===== src/rtl/isp_dma_pkg.sv =====
// rtl/isp_dma_pkg.sv - shared ISP DMA types and default widths
// Contents: sequencer state encoding; default widths shared with the read master.
package isp_dma_pkg;

  localparam int DEFAULT_ADDRESSWIDTH    = 30;
  localparam int DEFAULT_BYTEENABLEWIDTH = 4;
  localparam int DEFAULT_LINEW           = 12;

  typedef enum logic [1:0] {
    IDLE  = 2'd0,
    ISSUE = 2'd1,
    WAIT  = 2'd2,
    DRAIN = 2'd3
  } state_t;

endpackage


===== src/rtl/frame_read_sequencer_if.sv =====
// rtl/frame_read_sequencer_if.sv - control bus between frame sequencer and Avalon read master
// Signals:
//   rm_read_base    sequencer -> master  line start byte address
//   rm_read_length  sequencer -> master  line length in bytes
//   rm_go           sequencer -> master  1-cycle line launch
//   rm_done         master -> sequencer  all data of the issued transfer returned (level)
//   rm_early_done   master -> sequencer  master can accept the next go (level)
interface frame_read_sequencer_if
  import isp_dma_pkg::*;
#(
  parameter int AW = DEFAULT_ADDRESSWIDTH
);

  logic [AW-1:0] rm_read_base;
  logic [AW-1:0] rm_read_length;
  logic          rm_go;
  logic          rm_done;
  logic          rm_early_done;

  modport master (
    output rm_read_base,
    output rm_read_length,
    output rm_go,
    input  rm_done,
    input  rm_early_done
  );

  modport slave (
    input  rm_read_base,
    input  rm_read_length,
    input  rm_go,
    output rm_done,
    output rm_early_done
  );

endinterface


===== src/rtl/frame_read_addr_gen.sv =====
// rtl/frame_read_addr_gen.sv - per-line address and index generator for the frame sequencer
// Ports:
//   clk, reset_n       clock, async active-low reset
//   load               latch base/stride/num_lines, restart at line 0
//   advance            step to next line (addr += stride, idx += 1)
//   base, stride       byte address of line 0, byte offset between lines
//   num_lines          lines in the frame
//   line_addr, idx     current line start address and index (registered)
//   last_line          idx is the final line of the frame
module frame_read_addr_gen
  import isp_dma_pkg::*;
#(
  parameter int AW    = DEFAULT_ADDRESSWIDTH,
  parameter int LINEW = DEFAULT_LINEW
) (
  input  logic             clk,
  input  logic             reset_n,
  input  logic             load,
  input  logic             advance,
  input  logic [AW-1:0]    base,
  input  logic [AW-1:0]    stride,
  input  logic [LINEW-1:0] num_lines,
  output logic [AW-1:0]    line_addr,
  output logic [LINEW-1:0] idx,
  output logic             last_line
);

  logic [AW-1:0]    stride_q;
  logic [LINEW-1:0] num_lines_q;

  always_ff @(posedge clk or negedge reset_n) begin
    if (!reset_n) begin
      line_addr   <= '0;
      idx         <= '0;
      stride_q    <= '0;
      num_lines_q <= '0;
    end else if (load) begin
      line_addr   <= base;
      idx         <= '0;
      stride_q    <= stride;
      num_lines_q <= num_lines;
    end else if (advance) begin
      // Wraps modulo 2^AW on purpose: frames may straddle the top of the address space.
      line_addr <= line_addr + stride_q;
      idx       <= idx + LINEW'(1);
    end
  end

  // num_lines_q is never 0 while a frame runs, so the subtraction cannot underflow in use.
  assign last_line = (idx == (num_lines_q - LINEW'(1)));

endmodule


===== src/rtl/frame_read_sequencer.sv =====
// rtl/frame_read_sequencer.sv - sequences one Avalon read-master transfer per line over a 2-D frame
// Ports:
//   clk, reset_n                     clock, async active-low reset
//   cfg_base/line_bytes/stride       frame geometry, latched on an accepted start
//   cfg_num_lines                    lines per frame
//   start, abort                     frame start request, stop after the current line
//   busy                             frame in progress
//   frame_done, aborted, cfg_error   1-cycle completion / abort / rejected-start pulses
//   line_start, line_index           pulse with rm_go, index of line last issued
//   rm                               read-master control bus (master side)
module frame_read_sequencer
  import isp_dma_pkg::*;
#(
  parameter int ADDRESSWIDTH    = DEFAULT_ADDRESSWIDTH,
  parameter int BYTEENABLEWIDTH = DEFAULT_BYTEENABLEWIDTH,
  parameter int LINEW           = DEFAULT_LINEW,
  parameter int USE_EARLY_DONE  = 0
) (
  input  logic                    clk,
  input  logic                    reset_n,
  input  logic [ADDRESSWIDTH-1:0] cfg_base,
  input  logic [ADDRESSWIDTH-1:0] cfg_line_bytes,
  input  logic [ADDRESSWIDTH-1:0] cfg_stride,
  input  logic [LINEW-1:0]        cfg_num_lines,
  input  logic                    start,
  input  logic                    abort,
  output logic                    busy,
  output logic                    frame_done,
  output logic                    aborted,
  output logic                    cfg_error,
  output logic                    line_start,
  output logic [LINEW-1:0]        line_index,
  frame_read_sequencer_if.master  rm
);

  localparam int AW = ADDRESSWIDTH;

  state_t          state_q;
  state_t          state_d;
  logic            cfg_ok;
  logic            cond;
  logic            load;
  logic            advance;
  logic            reject;
  logic            finish;
  logic            last_line;
  logic            abort_pend_q;
  logic            rm_go_q;
  logic [AW-1:0]   line_bytes_q;
  logic [AW-1:0]   line_addr;

  frame_read_addr_gen #(
    .AW    (AW),
    .LINEW (LINEW)
  ) u_addr_gen (
    .clk       (clk),
    .reset_n   (reset_n),
    .load      (load),
    .advance   (advance),
    .base      (cfg_base),
    .stride    (cfg_stride),
    .num_lines (cfg_num_lines),
    .line_addr (line_addr),
    .idx       (line_index),
    .last_line (last_line)
  );

  assign cfg_ok = (cfg_line_bytes != '0)
               && ((cfg_line_bytes % AW'(BYTEENABLEWIDTH)) == '0)
               && (cfg_num_lines != '0);

  // Early-done lets the next line be issued while the previous one is still returning data.
  assign cond = (USE_EARLY_DONE != 0) ? rm.rm_early_done : rm.rm_done;

  always_ff @(posedge clk or negedge reset_n) begin
    if (!reset_n) begin
      state_q <= IDLE;
    end else begin
      state_q <= state_d;
    end
  end

  always_comb begin
    state_d = state_q;
    load    = 1'b0;
    advance = 1'b0;
    reject  = 1'b0;
    finish  = 1'b0;
    case (state_q)
      IDLE: begin
        if (start) begin
          if (cfg_ok) begin
            load    = 1'b1;
            state_d = ISSUE;
          end else begin
            reject = 1'b1;
          end
        end
      end
      // The master's done flags still describe the previous transfer during this
      // cycle, so they are deliberately not looked at here.
      ISSUE: state_d = WAIT;
      WAIT: begin
        if (cond) begin
          if (last_line || abort_pend_q) begin
            state_d = DRAIN;
          end else begin
            advance = 1'b1;
            state_d = ISSUE;
          end
        end
      end
      // Even in early-done mode the frame only completes once every byte is back.
      DRAIN: begin
        if (rm.rm_done) begin
          finish  = 1'b1;
          state_d = IDLE;
        end
      end
      default: state_d = IDLE;
    endcase
  end

  // Outputs are registered from the next state so they line up with the state they describe.
  always_ff @(posedge clk or negedge reset_n) begin
    if (!reset_n) begin
      rm_go_q      <= 1'b0;
      line_start   <= 1'b0;
      busy         <= 1'b0;
      frame_done   <= 1'b0;
      aborted      <= 1'b0;
      cfg_error    <= 1'b0;
      abort_pend_q <= 1'b0;
      line_bytes_q <= '0;
    end else begin
      rm_go_q    <= (state_d == ISSUE);
      line_start <= (state_d == ISSUE);
      busy       <= (state_d != IDLE);
      frame_done <= finish && !abort_pend_q;
      aborted    <= finish && abort_pend_q;
      cfg_error  <= reject;
      if (load) begin
        line_bytes_q <= cfg_line_bytes;
      end
      // Posted reads cannot be cancelled, so abort only stops further lines.
      if (state_d == IDLE) begin
        abort_pend_q <= 1'b0;
      end else if (abort && (state_q != IDLE)) begin
        abort_pend_q <= 1'b1;
      end
    end
  end

  assign rm.rm_go          = rm_go_q;
  assign rm.rm_read_base   = line_addr;
  assign rm.rm_read_length = line_bytes_q;

endmodule

===== src/flat_wrapper.sv =====
// flat-port wrapper written by rule: the top's interface ports become plain ports
module frame_read_sequencer_flat import isp_dma_pkg::*;
#(
  parameter int ADDRESSWIDTH    = DEFAULT_ADDRESSWIDTH,
  parameter int BYTEENABLEWIDTH = DEFAULT_BYTEENABLEWIDTH,
  parameter int LINEW           = DEFAULT_LINEW,
  parameter int USE_EARLY_DONE  = 0
)
  (clk, reset_n, cfg_base, cfg_line_bytes, cfg_stride, cfg_num_lines, start, abort, busy, frame_done, aborted, cfg_error, line_start, line_index, rm_rm_read_base, rm_rm_read_length, rm_rm_go, rm_rm_done, rm_rm_early_done);
  frame_read_sequencer_if rm_i ();
  input  logic clk;
  input  logic reset_n;
  input  logic [ADDRESSWIDTH-1:0] cfg_base;
  input  logic [ADDRESSWIDTH-1:0] cfg_line_bytes;
  input  logic [ADDRESSWIDTH-1:0] cfg_stride;
  input  logic [LINEW-1:0] cfg_num_lines;
  input  logic start;
  input  logic abort;
  output logic busy;
  output logic frame_done;
  output logic aborted;
  output logic cfg_error;
  output logic line_start;
  output logic [LINEW-1:0] line_index;
  output wire logic [$bits(rm_i.rm_read_base)-1:0] rm_rm_read_base;
  output wire logic [$bits(rm_i.rm_read_length)-1:0] rm_rm_read_length;
  output wire logic [$bits(rm_i.rm_go)-1:0] rm_rm_go;
  input wire logic [$bits(rm_i.rm_done)-1:0] rm_rm_done;
  input wire logic [$bits(rm_i.rm_early_done)-1:0] rm_rm_early_done;
  assign rm_rm_read_base = rm_i.rm_read_base;
  assign rm_rm_read_length = rm_i.rm_read_length;
  assign rm_rm_go = rm_i.rm_go;
  assign rm_i.rm_done = rm_rm_done;
  assign rm_i.rm_early_done = rm_rm_early_done;
  frame_read_sequencer #(.ADDRESSWIDTH(ADDRESSWIDTH), .BYTEENABLEWIDTH(BYTEENABLEWIDTH), .LINEW(LINEW), .USE_EARLY_DONE(USE_EARLY_DONE)) u_core (.clk(clk), .reset_n(reset_n), .cfg_base(cfg_base), .cfg_line_bytes(cfg_line_bytes), .cfg_stride(cfg_stride), .cfg_num_lines(cfg_num_lines), .start(start), .abort(abort), .busy(busy), .frame_done(frame_done), .aborted(aborted), .cfg_error(cfg_error), .line_start(line_start), .line_index(line_index), .rm(rm_i));
endmodule

===== config.mk =====
export PLATFORM = sky130hd
export DESIGN_NAME = frame_read_sequencer_flat
export DESIGN_NICKNAME = d
export VERILOG_FILES = /design/src/rtl/isp_dma_pkg.sv /design/src/rtl/frame_read_sequencer_if.sv /design/src/rtl/frame_read_addr_gen.sv /design/src/rtl/frame_read_sequencer.sv /design/src/flat_wrapper.sv
export SDC_FILE = /design/constraint.sdc
export NUM_CORES = 1
export LEC_CHECK = 0
export BUFFER_PORTS_ARGS = -buffer_cell sky130_fd_sc_hd__clkbuf_2
export CORE_AREA = 2 2 105 148
export CTS_BUF_LIST = sky130_fd_sc_hd__clkbuf_4 sky130_fd_sc_hd__clkbuf_8
export DETAILED_ROUTE_END_ITERATION = 8
export DIE_AREA = 0 0 107 150
export PLACE_DENSITY = 0.7
export SLEW_MARGIN = 15
export SYNTH_ARGS = -nofsm -noshare
export SYNTH_HDL_FRONTEND = slang
export SYNTH_SLANG_ARGS = --single-unit

===== constraint.sdc =====
create_clock -name clk -period 3.4 [get_ports clk]
set_input_delay 0.85 -clock clk [delete_from_list [all_inputs] [get_ports clk]]
set_output_delay 0.85 -clock clk [all_outputs]
set_load 0.02 [all_outputs]

Word level (Yosys, flattened, before mapping)

Cells that the tools add are included.

Flip-flop bits (word level): 122
Latch bits: 0
RAM bits: 0
Bits in read-only memories: 0
Word-level logic and storage cells: 59
Memories kept: 0

$add $sub $neg: 3
Multipliers: 0
Divide/modulo/power cells: 0
Magnitude comparators: 0
Eq/ne operators: 5
Shift-type cells: 0
Mux-type cells: 23
Bitwise logic cells: 0
Reduce and logical (&&, ||, !) cells: 16

Operators by type and width:

| operator                | count |
|---|---|
| $mux W30                | 2 |
| $add A30 B30 Y30        | 1 |
| $logic_not A30 Y1       | 1 |
| $reduce_bool A30 Y1     | 1 |
| $mux W12                | 2 |
| $mux W1                 | 13 |
| $add A12 B1 Y12 const B | 1 |
| $eq A12 B12 Y1          | 1 |
| $reduce_bool A12 Y1     | 1 |
| $sub A12 B1 Y12 const B | 1 |
| $mux W2                 | 5 |
| $pmux W2 S4             | 1 |
| $reduce_bool A2 Y1      | 4 |
| $logic_and A1 B1 Y1     | 5 |
| $eq A2 B1 Y1 const B    | 2 |
| $eq A2 B2 Y1 const B    | 2 |
| $logic_not A2 Y1        | 2 |
| $logic_not A1 Y1        | 1 |
| $logic_or A1 B1 Y1      | 1 |

Longest topological paths before layout

Gate-level depths: netlist of the first run.

Depth in word-level cells: 8
Mapped depth: 13
Mapped depth without buffers: 12

Hierarchy

Synthesis of the first run repeated with hierarchy kept, for this count alone.

Cells, all modules: 664
Area total of the unflattened synthesis: 6995.5 µm²

By module, submodules not included:

| module               | instances | cells an instance | area an instance (µm²) | seq. area each (µm²) |
|---|---|---|---|---|
| frame_read_addr_gen  | 1         | 557               | 5383.9                 | 2102.0 |
| frame_read_sequencer | 1         | 107               | 1611.5                 | 950.9 |

Least setup slack after synthesis of the first run

OpenSTA, ideal clock, no wires.

Kind: register -> register
Start: reg u_core.u_addr_gen.line_addr[0]
End: reg u_core.u_addr_gen.line_addr[28]
Arrival: 2.915 ns
Path slack: 0.352 ns
Cell stages (with the launch flop): 13
Path buffers: 0
Clock period less this slack: 3.048 ns
Cell sequence: dfrtp_1 ha_1 inv_1 fa_1 nor2b_1 o31a_1 o21ai_0 a41oi_1 a311o_1 a21o_1 a221oi_1 xor2_1 o21ai_0

Longest elaborated chain between the ends: 3

Ends and longest elaborated chain:

| item                   | RTL line                  | text |
|---|---|---|
| from (decl)            | frame_read_addr_gen.sv:23 | `output logic [AW-1:0] line_addr,` |
| from (signal assigned) | frame_read_addr_gen.sv:38 | `line_addr <= base;` |
| from (signal assigned) | frame_read_addr_gen.sv:44 | `line_addr <= line_addr + stride_q;` |
| $add A30 B30 Y30       | frame_read_addr_gen.sv:44 |  |
| $mux W30               | frame_read_addr_gen.sv:42 | `end else if (advance) begin` |
| $mux W30               | frame_read_addr_gen.sv:37 | `end else if (load) begin` |

Every way passes these cells. The select of a mux whose other input is x is not followed.
A chain may end at the register's enable or synchronous reset.

Final worst setup path of the first run

Start: reg u_core.u_addr_gen.num_lines_q[1]
End: reg u_core.u_addr_gen.idx[9]

Longest elaborated chain between the ends: 7

Ends and longest elaborated chain:

| item                                | RTL line                    | text |
|---|---|---|
| from (decl)                         | frame_read_addr_gen.sv:29   | `logic [LINEW-1:0] num_lines_q;` |
| from (signal assigned)              | frame_read_addr_gen.sv:41   | `num_lines_q <= num_lines;` |
| $sub A12 B1 Y12                     | frame_read_addr_gen.sv:50   | `assign last_line = (idx == (num_lines_q - LINEW'(1)));` |
| $eq A12 B12 Y1                      | frame_read_addr_gen.sv:50   |  |
| $logic_or A1 B1 Y1                  | frame_read_sequencer.sv:105 | `if (last_line \|\| abort_pend_q) begin` |
| $mux W1                             | frame_read_sequencer.sv:105 |  |
| $mux W1                             | frame_read_sequencer.sv:104 | `if (cond) begin` |
| $mux W1                             | frame_read_sequencer.sv:89  | `case (state_q)` |
| $reduce_bool A2 Y1 (no source line) | n/a                         |  |
| to (signal assigned)                | frame_read_addr_gen.sv:45   | `idx <= idx + LINEW'(1);` |
| to (decl)                           | frame_read_addr_gen.sv:24   | `output logic [LINEW-1:0] idx,` |

Every way passes these cells.

==> results of run 1 <==
[power by group through the flow]
stage / clock [mW] / combinational (mW) / sequential, mW
6_report: 1.24 / 4.45 / 2.52
5_1_grt: 1.35 / 4.98 / 2.61
4_1_cts: 1.27 / 4.45 / 2.52
3_5_place_dp: 0 / 4.42 / 2.55
3_3_place_gp: 0 / 4.34 / 2.53
2_1_floorplan: 0 / 2.85 / 2.86
[registers in the layout (all words and copies together), names as in the netlist]
register and cells:
u_core.u_addr_gen.idx 12, u_core.line_start 1, u_core.u_addr_gen.stride_q 30, u_core.aborted 1, u_core.cfg_error 1, u_core.rm.rm_read_length 30
u_core.u_addr_gen.line_addr 30, u_core.busy 1, u_core.abort_pend_q 1, u_core.frame_done 1, u_core.state_q 2, u_core.u_addr_gen.num_lines_q 12
[kinds of logic after synthesis]
family                   after synthesis  share of synthesized area (%)
AO/OA/AOI/OAI                        151                          14.39
XOR/XNOR                              49                          6.556
adder cells (fa/ha/maj)               32                          6.231
buffers and inverters                 46                          2.962
flip-flops                           122                          46.64
multiplexers                           2                         0.3058
AND/OR/NAND/NOR                      349                          22.92
[cells in the mapped netlist, types with 5 or more instances]
master / n
clkbuf_1: 25
a21o_1: 9
nor4_1: 16
xor2_1: 23
o22ai_1: 22
a21oi_1: 42
nand2_1: 241
inv_1: 12
dfrtp_1: 122
nor3_1: 8
a31oi_1: 10
and3_1: 5
nand3_1: 8
a22oi_1: 6
nor2_1: 42
o21bai_1: 8
xnor2_1: 26
o21ai_0: 30
ha_1: 31
nand4_1: 5
[layout make-up]
cell class,instances,share of cell area [%]
Clock buffer,17,2.872
Clock inverter,15,1.736
Inverter,13,0.5990
Multi-Input combinational cell,583,40.92
Sequential cell,122,37.48
Tap cell,192,2.949
Timing Repair Buffer,202,13.45
[layout by cell type, fill, tap and decap left out, drive strengths merged, types with 10 or more instances in the layout]
cell type,n
nand2,241
clkbuf,200
dfrtp,122
nor2,43
a21oi,42
ha,31
o21ai,31
xnor2,26
xor2,23
o22ai,22
buf,19
inv,19
nor4,18
a31oi,10
[metal layers]
layer  GRT usage (%)  wire length (µm)  vias to the layer above
li1                -                 -                     2964
met1           26.42              6984                     2812
met2           38.63              9152                      132
met3           4.486               622                       22
met4           7.662               308                        0
met5               0                 0                        -
[path summary, 6_finish.rpt]
check	startpoint	endpoint	depth (start not counted)
hold / removal	reset_n	u_core.u_addr_gen.stride_q[16]	1
setup reg to reg	u_core.u_addr_gen.num_lines_q[1]	u_core.u_addr_gen.idx[9]	11
hold reg to reg	u_core.rm.rm_read_length[4]	u_core.rm.rm_read_length[4]	2
max in group asynchronous	reset_n	u_core.u_addr_gen.num_lines_q[7]	2
setup / recovery	u_core.u_addr_gen.num_lines_q[1]	u_core.u_addr_gen.idx[9]	11
min in group clk	u_core.rm.rm_read_length[4]	u_core.rm.rm_read_length[4]	2
[through the flow]
step	setup TNS (ns)	util [%]	power, mW
floorplan	0	-	5.715
global placement	0	52.45	6.871
detailed placement	0	52.45	6.971
CTS	0	54.99	8.244
global route	-0.07599	55.09	8.938
finish	0	55.09	8.210
==> results.tsv, run 1 <==
stage	metric	value	unit
grt	number of global-route vias before repair	5743	
floorplanning	Floorplan Core Area	14790	µm²
pwr	Leak	4.183	nW
cells_and_area	Register Area	3053	µm²
yosys	post-synthesis cell count	751	
grt	first-pass GRT wire length	27650	µm
critical_path	crit path cell chain	inv_1 > ha_1 > or4b_4 > nor4_1 > xnor2_1 > nand4_1 > nor4_4 > or4_4 > nor4_1 > xnor2_1 > nor2_1	
critical_path	crit-path leading delay family	simple AND/OR/NAND/NOR gates	
critical_path	Worst Path Arrival	3.55	ns
yosys	asr flop ratio synth	100.0	%
critical_path	Crit-path slowest cell	or4_4	
clocking	Worst-path clk slew	0.08	ns
critical_path	WP data required	3.72	ns
pwr	P per Cell Area	1008	nW/µm²
place	dpl ws	0.1190	ns
yosys	Seq cells post-synth	122	
clocking	clock latency on the worst-skew pair	0.44	ns
cells_and_area	share of cells above drive strength 1	26.05	%
route	TritonRoute pass-1 iters	5	
timing	Slew Viols, Final	0	
place	DP Cell Count	1112	
yosys	syn avg cell area	8.717	µm²
yosys	Syn Nets	891	
timing	Highest Clock Rate	309.4	MHz
cells_and_area	FILL cells	1412	
critical_path	R2R setup slack	0.17	ns
route	number of DRC markers in iteration 0	224	
yosys	post-synth top area share	46.64	%
cells_and_area	# diodes	0	
pwr	Sw Ratio	45.32	%
critical_path	Critical Path End Type	flip-flop	
grt	initial antenna violation count	0	
cells_and_area	Final nets	1079	
cells_and_area	footprint of the multi-input gates	3333	µm²
timing	minimum clock period	3.232	ns
yosys	post-synthesis sequential area ratio	46.64	%
timing	Setup WS post-layout	0.1683	ns
hold_path	worst min path class	in -> async	
pwr	Clk pwr share	15.0	%
pwr	Peak VDD IR	0.0005933	V
yosys	top_reg_cell synth	dfrtp_1	
place	GP Congestion	0.8317	
timing	relative slew slack	59.71	%
cells_and_area	final std cells w/o fill	1144	
place	buffers added on ports	184	
pwr	Net Switching	3.721	mW
timing	ratio of final minimum period to clock period	95.05	%
pwr	Seq pwr share	30.7	%
route	vias	5930	
clocking	Post CTS Setup Buffer Count	0	
grt	GRT Util Overall	21.91	%
clocking	cts repair resizes	0	
status	status	finished clean	
clocking	H-tree level count	4	
timing	Clock Skews	0.01209	ns
floorplanning	IO Pins	186	
floorplanning	std cell rows	53	
critical_path	crit path kind	reg -> reg	
pwr	P_int	4.489	mW
yosys	Post-synth EDFFs	0	
route	DR vias/cell	5.184	
timing	WHS	0.4132	ns
timing	Finish-stage setup viols	0	
timing	final hold viol count	0	
clocking	Clock Sinks	122	
clocking	root buffer cell	clkbuf_8	
pwr	logic gate share of total power	54.2	%
yosys	Cell variety after synth	58	
critical_path	Worst Path Max Fanout	19	
critical_path	slowest stage delay, CP	0.66	ns
floorplanning	Die Area	16050	µm²
floorplanning	Die Ht	150	µm
clocking	Clock Tree Buf Depth	2	
critical_path	Worst Setup Start Kind	flip-flop	
clocking	TritonCTS clock tree	done	
place	Placed Area	7756	µm²
critical_path	Worst Path Buf+Inv	1	
cells_and_area	Finished Cell Area	8147	µm²
timing	RSZ-0062 raised after global routing	true	
route	wire per inst	14.92	µm
grt	largest net degree at the start of global routing	51	
floorplanning	Initial Util	44.27	%
flow_run	max-cap violations	0	
clocking	hold_buf cts	0	
route	Antenna Nets Post-Route	0	
route	WL final	17070	µm
route	# DRC	0	
place	Detailed Place HPWL	12750	µm
clocking	number of buffers created by CTS	17	
yosys	leading area contributor after synthesis	dfrtp_1	
yosys	synth top area cells	dfrtp_1 (47%), nand2_1 (14%), ha_1 (5.9%), xnor2_1 (3.5%), a21oi_1 (3.2%)	
yosys	Yosys warnings	0	
floorplanning	die width	107	µm
grt	GRT Residual Overflow	0	
cells_and_area	Synth-to-Final Area Change	24.45	%
timing	Slew @ Worst Pin	0.6043	ns
yosys	Mapped Area	6546	µm²
(Power assumes the default switching activity.)
==> run 2: changes to the inputs <==
==> constraint.sdc (replaced) <==
create_clock -name clk -period 3.1 [get_ports clk]
set_input_delay 0.775 -clock clk [delete_from_list [all_inputs] [get_ports clk]]
set_output_delay 0.775 -clock clk [all_outputs]
set_load 0.02 [all_outputs]
==> run 2 against run 1 <==
  * Clock skew rose by 0.0034 ns
  * Sequential share of layout area fell by 0.79 points
  * Largest power group unchanged
  * Via count increased by 0.71%
  * Setup slack got worse by 0.087 ns
  * Die area did not move
  * Sequential power increased by 9.9%
  * First-iteration DRC count fell by 18%
  * Global-route usage hardly changed
  * Critical endpoint unchanged
==> results.tsv, run 2 (synthesis results as in run 1) <==
stage	metric	value	unit	change
clocking	Clock Sinks	122		unchanged
clocking	H-tree level count	4		unchanged
critical_path	Worst Path Max Fanout	7		-12
critical_path	crit path kind	reg -> reg		
floorplanning	Die Area	16050	µm²	unchanged
critical_path	WP data required	3.41	ns	-0.31 ns
route	TritonRoute pass-1 iters	4		-1
pwr	Clk pwr share	15.5	%	+0.5 points
status	status	finished clean		
floorplanning	Floorplan Core Area	14790	µm²	unchanged
clocking	root buffer cell	clkbuf_8		
timing	RSZ-0062 raised after global routing	true		
pwr	Net Switching	4.147	mW	+11%
timing	Setup Total Neg Slack	0	ns	unchanged
clocking	Worst-path clk slew	0.08	ns	about the same
critical_path	crit path cell chain	or3_4 > or4_4 > a22oi_2 > a2bb2oi_2 > nor4_4 > or4_4 > nor4_1 > xnor2_1 > nor2_1		
pwr	Leak	4.268	nW	+2.0%
timing	minimum clock period	3.018	ns	-0.2132 ns
timing	final hold viol count	0		unchanged
timing	Finish-stage setup viols	0		unchanged
timing	WHS	0.2894	ns	-0.1239 ns
grt	GRT Residual Overflow	0		unchanged
route	Antenna Nets Post-Route	0		unchanged
pwr	logic gate share of total power	54.7	%	+0.5 points
clocking	clock latency on the worst-skew pair	0.44	ns	about the same
clocking	number of buffers created by CTS	17		unchanged
cells_and_area	Final nets	1090		+1.0%
place	GP Congestion	0.8530		+2.6%
pwr	overall power	9.296	mW	+13%
grt	first-pass GRT wire length	27650	µm	unchanged
floorplanning	die width	107	µm	unchanged
timing	relative slew slack	63.80	%	+4.1 points
critical_path	Worst Path Arrival	3.33	ns	-0.22 ns
clocking	TritonCTS clock tree	done		
cells_and_area	most frequent cells in the layout	nand2_1 (241), clkbuf_2 (183), dfrtp_1 (122), nor2_1 (41), a21oi_1 (40)		
flow_run	max-cap violations	0		unchanged
critical_path	Critical Path End Type	flip-flop		
critical_path	Most common cell on crit path	or4_4		
critical_path	worst reg2reg path depth	9		-2
place	Detailed Place HPWL	12710	µm	-0.29%
cells_and_area	Util after Layout	56.28	%	+1.2 points
timing	Slew Viols, Final	0		unchanged
timing	Clock Skews	0.01546	ns	+0.003369 ns
grt	initial antenna violation count	0		unchanged
cells_and_area	# diodes	0		unchanged
pwr	P_int	5.149	mW	+15%
route	DR vias/cell	5.171		-0.25%
clocking	hold_buf cts	0		unchanged
route	wire per inst	14.81	µm	-0.74%
pwr	Seq pwr share	29.8	%	-0.9 points
cells_and_area	commonest non-fill, non-tap cell in the layout	nand2_1		
floorplanning	Die Ht	150	µm	unchanged
cells_and_area	footprint of the multi-input gates	3387	µm²	+1.6%
floorplanning	IO Pins	186		unchanged
place	buffers added on ports	184		unchanged
route	WL final	17110	µm	+0.22%
hold_path	worst min path class	in -> async		
route	vias	5972		+0.71%
pwr	Peak VDD IR	0.0004989	V	-16%
grt	number of global-route vias before repair	5872		+2.2%
pwr	P per Cell Area	1117	nW/µm²	+11%
critical_path	Crit-path slowest cell	or4_4		
floorplanning	std cell rows	53		unchanged
clocking	Clock Tree Buf Depth	2		unchanged
grt	largest net degree at the start of global routing	56		+9.8%
timing	Highest Clock Rate	331.3	MHz	+7.1%
floorplanning	Initial Util	44.27	%	unchanged
critical_path	slowest stage delay, CP	0.50	ns	-0.16 ns
cells_and_area	Synth-to-Final Area Change	27.14	%	
route	# DRC	0		unchanged
grt	GRT Util Overall	21.92	%	about the same
timing	ratio of final minimum period to clock period	97.37	%	+2.3 points
cells_and_area	FILL cells	1402		-0.71%
critical_path	Worst Setup Start Kind	flip-flop		
pwr	Sw Ratio	44.61	%	-0.71 points
timing	Slew @ Worst Pin	0.5431	ns	-0.06129 ns
place	DP Cell Count	1122		+0.90%
cells_and_area	share of cells above drive strength 1	27.93	%	+1.9 points
route	number of DRC markers in iteration 0	184		-18%
cells_and_area	Register Area	3053	µm²	unchanged
cells_and_area	final std cells w/o fill	1155		+0.96%
## run 2: cell count changes in the layout (fill, tap and decap cells not counted), sizes merged
cell,change
clkinv,+4
clkinvlp,-3
inv,-2
bufinv,+1
buf,+11
## run 2: what timing repair did
item,CTS,global route
endpoints found under the setup margin,1,35
buffers inserted,0,1
pin swaps,0,2
gates resized for setup,1,15
## run 2: worst paths after layout
check,from,endpoint,slack (ns)
min reg2reg,u_core.rm.rm_read_length[13],u_core.rm.rm_read_length[13],0.48
max,u_core.u_addr_gen.num_lines_q[2],u_core.u_addr_gen.idx[9],0.08
min in group clk,u_core.rm.rm_read_length[13],u_core.rm.rm_read_length[13],0.48
min,reset_n,u_core.u_addr_gen.stride_q[16],0.29
max reg2reg,u_core.u_addr_gen.num_lines_q[2],u_core.u_addr_gen.idx[9],0.08
max in group asynchronous,reset_n,u_core.u_addr_gen.idx[5],2.17
## run 2: power groups by stage
stage	sequential [mW]	combinational [mW]	clock, mW
2_1_floorplan	3.14	3.13	0
3_3_place_gp	2.77	4.89	0
3_5_place_dp	2.79	4.96	0
4_1_cts	2.76	4.99	1.48
5_1_grt	2.86	5.68	1.55
6_report	2.77	5.09	1.44
## run 2: through the flow
step | setup WS, ns | instance area (µm²)
5_1_grt | -0.06680 | 8323
3_5_place_dp | -0.0005396 | 7844
2_1_floorplan | 0.05151 | 6546
4_1_cts | 0.009309 | 8244
6_report | 0.08155 | 8323
3_3_place_gp | 0.03354 | 7844
## run 2: area by class of cell
class                           instances  share of cell area, %
Sequential cell                       122                  36.68
Timing Repair Buffer                  213                  14.31
Clock inverter                         15                  1.999
Tap cell                              192                  2.886
Inverter                               13                 0.6164
Multi-Input combinational cell        583                  40.69
Clock buffer                           17                  2.811
## run 2: metal layers
metal | global-route usage (%) | part of all wire [%] | vias up
li1 | - | - | 2989
met1 | 26.23 | 40 | 2819
met2 | 38.44 | 53 | 136
met3 | 4.007 | 4.3 | 28
met4 | 9.286 | 2.4 | 0
met5 | 0 | 0 | -
## run 2: worst max-delay path, delay by kind of cell, from the launching register on
family / cells / cell delay (ns)
flip-flops: 1 / 0.40
XOR/XNOR: 1 / 0.16
AND/OR/NAND/NOR: 6 / 1.94
AO/OA/AOI/OAI: 2 / 0.39
==> run 3: changes to the inputs <==
--- a/config.mk
+++ b/config.mk
@@ -10,8 +10,8 @@
 export CTS_BUF_LIST = sky130_fd_sc_hd__clkbuf_4 sky130_fd_sc_hd__clkbuf_8
 export DETAILED_ROUTE_END_ITERATION = 8
 export DIE_AREA = 0 0 107 150
-export PLACE_DENSITY = 0.7
-export SLEW_MARGIN = 15
+export PLACE_DENSITY = 0.79
+export SLEW_MARGIN = 20
 export SYNTH_ARGS = -nofsm -noshare
 export SYNTH_HDL_FRONTEND = slang
 export SYNTH_SLANG_ARGS = --single-unit
==> run 3 against run 2 <==
  * Clock skew shrank 0.0037 ns
  * Combinational power barely moved
  * Maximum frequency about the same
  * Clock power shrank 3%
  * Via count is 1.7% higher
  * First-iteration DRC count grew 28%
  * Core utilization is 0.11 points lower
  * Clock-buffer cell count stayed put
  * Die area is the same
  * Sequential share of layout area rose by 0.072 points
==> results.tsv, run 3 (synthesis results as in run 1) <==
stage	metric	value	unit	change
status	status	finished clean		
floorplanning	Die Ht	150	µm	unchanged
timing	relative slew slack	66.06	%	+2.3 points
route	number of DRC markers in iteration 0	236		+28%
grt	number of global-route vias before repair	5833		-0.66%
grt	GRT Residual Overflow	0		unchanged
timing	minimum clock period	3.018	ns	-0.0006372 ns
grt	GRT Util Overall	21.88	%	-0.034 points
pwr	Peak VDD IR	0.0005430	V	+8.8%
clocking	root buffer cell	clkbuf_8		
route	WL final	17200	µm	+0.55%
route	wire per inst	14.87	µm	+0.38%
clocking	Clock Sinks	122		unchanged
route	# DRC	0		unchanged
hold_path	worst min path class	in -> async		
clocking	TritonCTS clock tree	done		
pwr	overall power	9.275	mW	-0.22%
place	GP Congestion	0.8904		+4.4%
clocking	clock latency on the worst-skew pair	0.46	ns	+0.02 ns
critical_path	crit path kind	reg -> reg		
route	DR vias/cell	5.251		+1.5%
route	TritonRoute pass-1 iters	5		+1
flow_run	max-cap violations	0		unchanged
clocking	Clock Tree Buf Depth	2		unchanged
grt	initial antenna violation count	0		unchanged
critical_path	Worst Path Max Fanout	8		+1
pwr	Leak	4.261	nW	-0.17%
clocking	Worst-path clk slew	0.08	ns	about the same
critical_path	Most common cell on crit path	or4_4		
critical_path	Crit-path slowest cell	or4_4		
cells_and_area	share of cells above drive strength 1	27.88	%	-0.058 points
place	Detailed Place HPWL	12480	µm	-1.8%
timing	Highest Clock Rate	331.4	MHz	about the same
floorplanning	Initial Util	44.27	%	unchanged
critical_path	Worst Path Arrival	3.39	ns	+0.06 ns
timing	final hold viol count	0		unchanged
floorplanning	IO Pins	186		unchanged
critical_path	slowest stage delay, CP	0.56	ns	+0.06 ns
route	vias	6075		+1.7%
timing	Clock Skews	0.01172	ns	-0.003740 ns
cells_and_area	Synth-to-Final Area Change	26.89	%	
cells_and_area	Final nets	1092		+0.18%
place	dpl ws	-0.02278	ns	-0.02224 ns
floorplanning	Die Area	16050	µm²	unchanged
critical_path	crit path cell chain	or3_4 > or4_4 > a22oi_2 > a2bb2oi_2 > nor4_2 > or4_4 > buf_4 > or3_1 > a21oi_1		
floorplanning	die width	107	µm	unchanged
clocking	H-tree level count	4		unchanged
critical_path	Worst Setup Start Kind	flip-flop		
cells_and_area	commonest non-fill, non-tap cell in the layout	nand2_1		
grt	largest net degree at the start of global routing	94		+68%
timing	Setup WS post-layout	0.08219	ns	+0.0006372 ns
critical_path	Critical Path End Type	flip-flop		
timing	Setup Total Neg Slack	0	ns	unchanged
clocking	hold_buf cts	0		unchanged
cells_and_area	most frequent cells in the layout	nand2_1 (241), clkbuf_2 (183), dfrtp_1 (122), nor2_1 (41), a21oi_1 (41)		
route	Antenna Nets Post-Route	0		unchanged
timing	RSZ-0062 raised after global routing	false		
critical_path	WP data required	3.47	ns	+0.06 ns
cells_and_area	FILL cells	1359		-3.1%
timing	Slew Viols, Final	0		unchanged
grt	first-pass GRT wire length	27660	µm	about the same
cells_and_area	Finished Cell Area	8307	µm²	-0.20%
clocking	number of buffers created by CTS	17		unchanged
floorplanning	Floorplan Core Area	14790	µm²	unchanged
timing	Slew @ Worst Pin	0.5076	ns	-0.03551 ns
timing	ratio of final minimum period to clock period	97.35	%	about the same
pwr	P per Cell Area	1117	nW/µm²	about the same
floorplanning	std cell rows	53		unchanged
cells_and_area	Util after Layout	56.17	%	-0.11 points
place	Placed Area	7866	µm²	+0.29%
timing	Finish-stage setup viols	0		unchanged
cells_and_area	# diodes	0		unchanged
place	buffers added on ports	184		unchanged
==> run 3: cell types whose count changed in the layout (fill, tap and decap cells not counted), sizes merged <==
cell      delta
clkinvlp     +2
inv          -3
buf          +2
clkinv       +1
==> run 3: stage by stage <==
stage          std cells  hold WS (ns)
2_1_floorplan        751        0.4497
3_3_place_gp        1125        0.4572
3_5_place_dp        1125        0.4614
4_1_cts             1157        0.2784
5_1_grt             1157        0.2934
6_report            1157        0.2780
==> run 3: path summary, 6_finish.rpt <==
path	from	slack, ns	endpoint	cells past startpoint
setup / recovery	u_core.u_addr_gen.num_lines_q[2]	0.08	u_core.u_addr_gen.idx[3]	9
hold / removal	reset_n	0.28	u_core.u_addr_gen.stride_q[17]	1
setup reg to reg	u_core.u_addr_gen.num_lines_q[2]	0.08	u_core.u_addr_gen.idx[3]	9
hold reg to reg	u_core.rm.rm_read_length[28]	0.47	u_core.rm.rm_read_length[28]	2
max in group asynchronous	reset_n	2.03	u_core.u_addr_gen.num_lines_q[11]	2
min in group clk	u_core.rm.rm_read_length[28]	0.47	u_core.rm.rm_read_length[28]	2
==> run 3: per-layer routing <==
metal  track usage [%]  wire length (µm)
met3             4.791               806
met1             27.05              7160
met5                 0                 0
met4             8.766               410
met2             37.07              8820
==> run 3: layout make-up <==
type	count	area [µm²]	area share, %
sequential	122	3053	36.75
timing repair buffer	215	1206	14.52
inverter	13	51.30	0.6176
tap	192	240.2	2.892
clock inverter	15	152.6	1.838
clock buffer	17	234.0	2.817
multi-input combinational	583	3369	40.56
==> run 3: critical path, delay by kind of cell (launching register included) <==
family                 cells  cell delay (ns)
flip-flops                 1             0.39
buffers and inverters      1             0.18
AND/OR/NAND/NOR            5             1.86
AO/OA/AOI/OAI              3             0.50
==> run 3: report_power, final <==
part | internal (mW) | total [mW] | switching [mW]
clock | 0.710 | 1.40 | 0.685
sequential | 2.24 | 2.76 | 0.513
combinational | 2.18 | 5.12 | 2.95
total | 5.13 | 9.28 | 4.15
==> run 3: repair_timing <==
item,in CTS,in global routing
buffers inserted,0,0
resized for setup,1,12
setup endpoints to repair,1,36
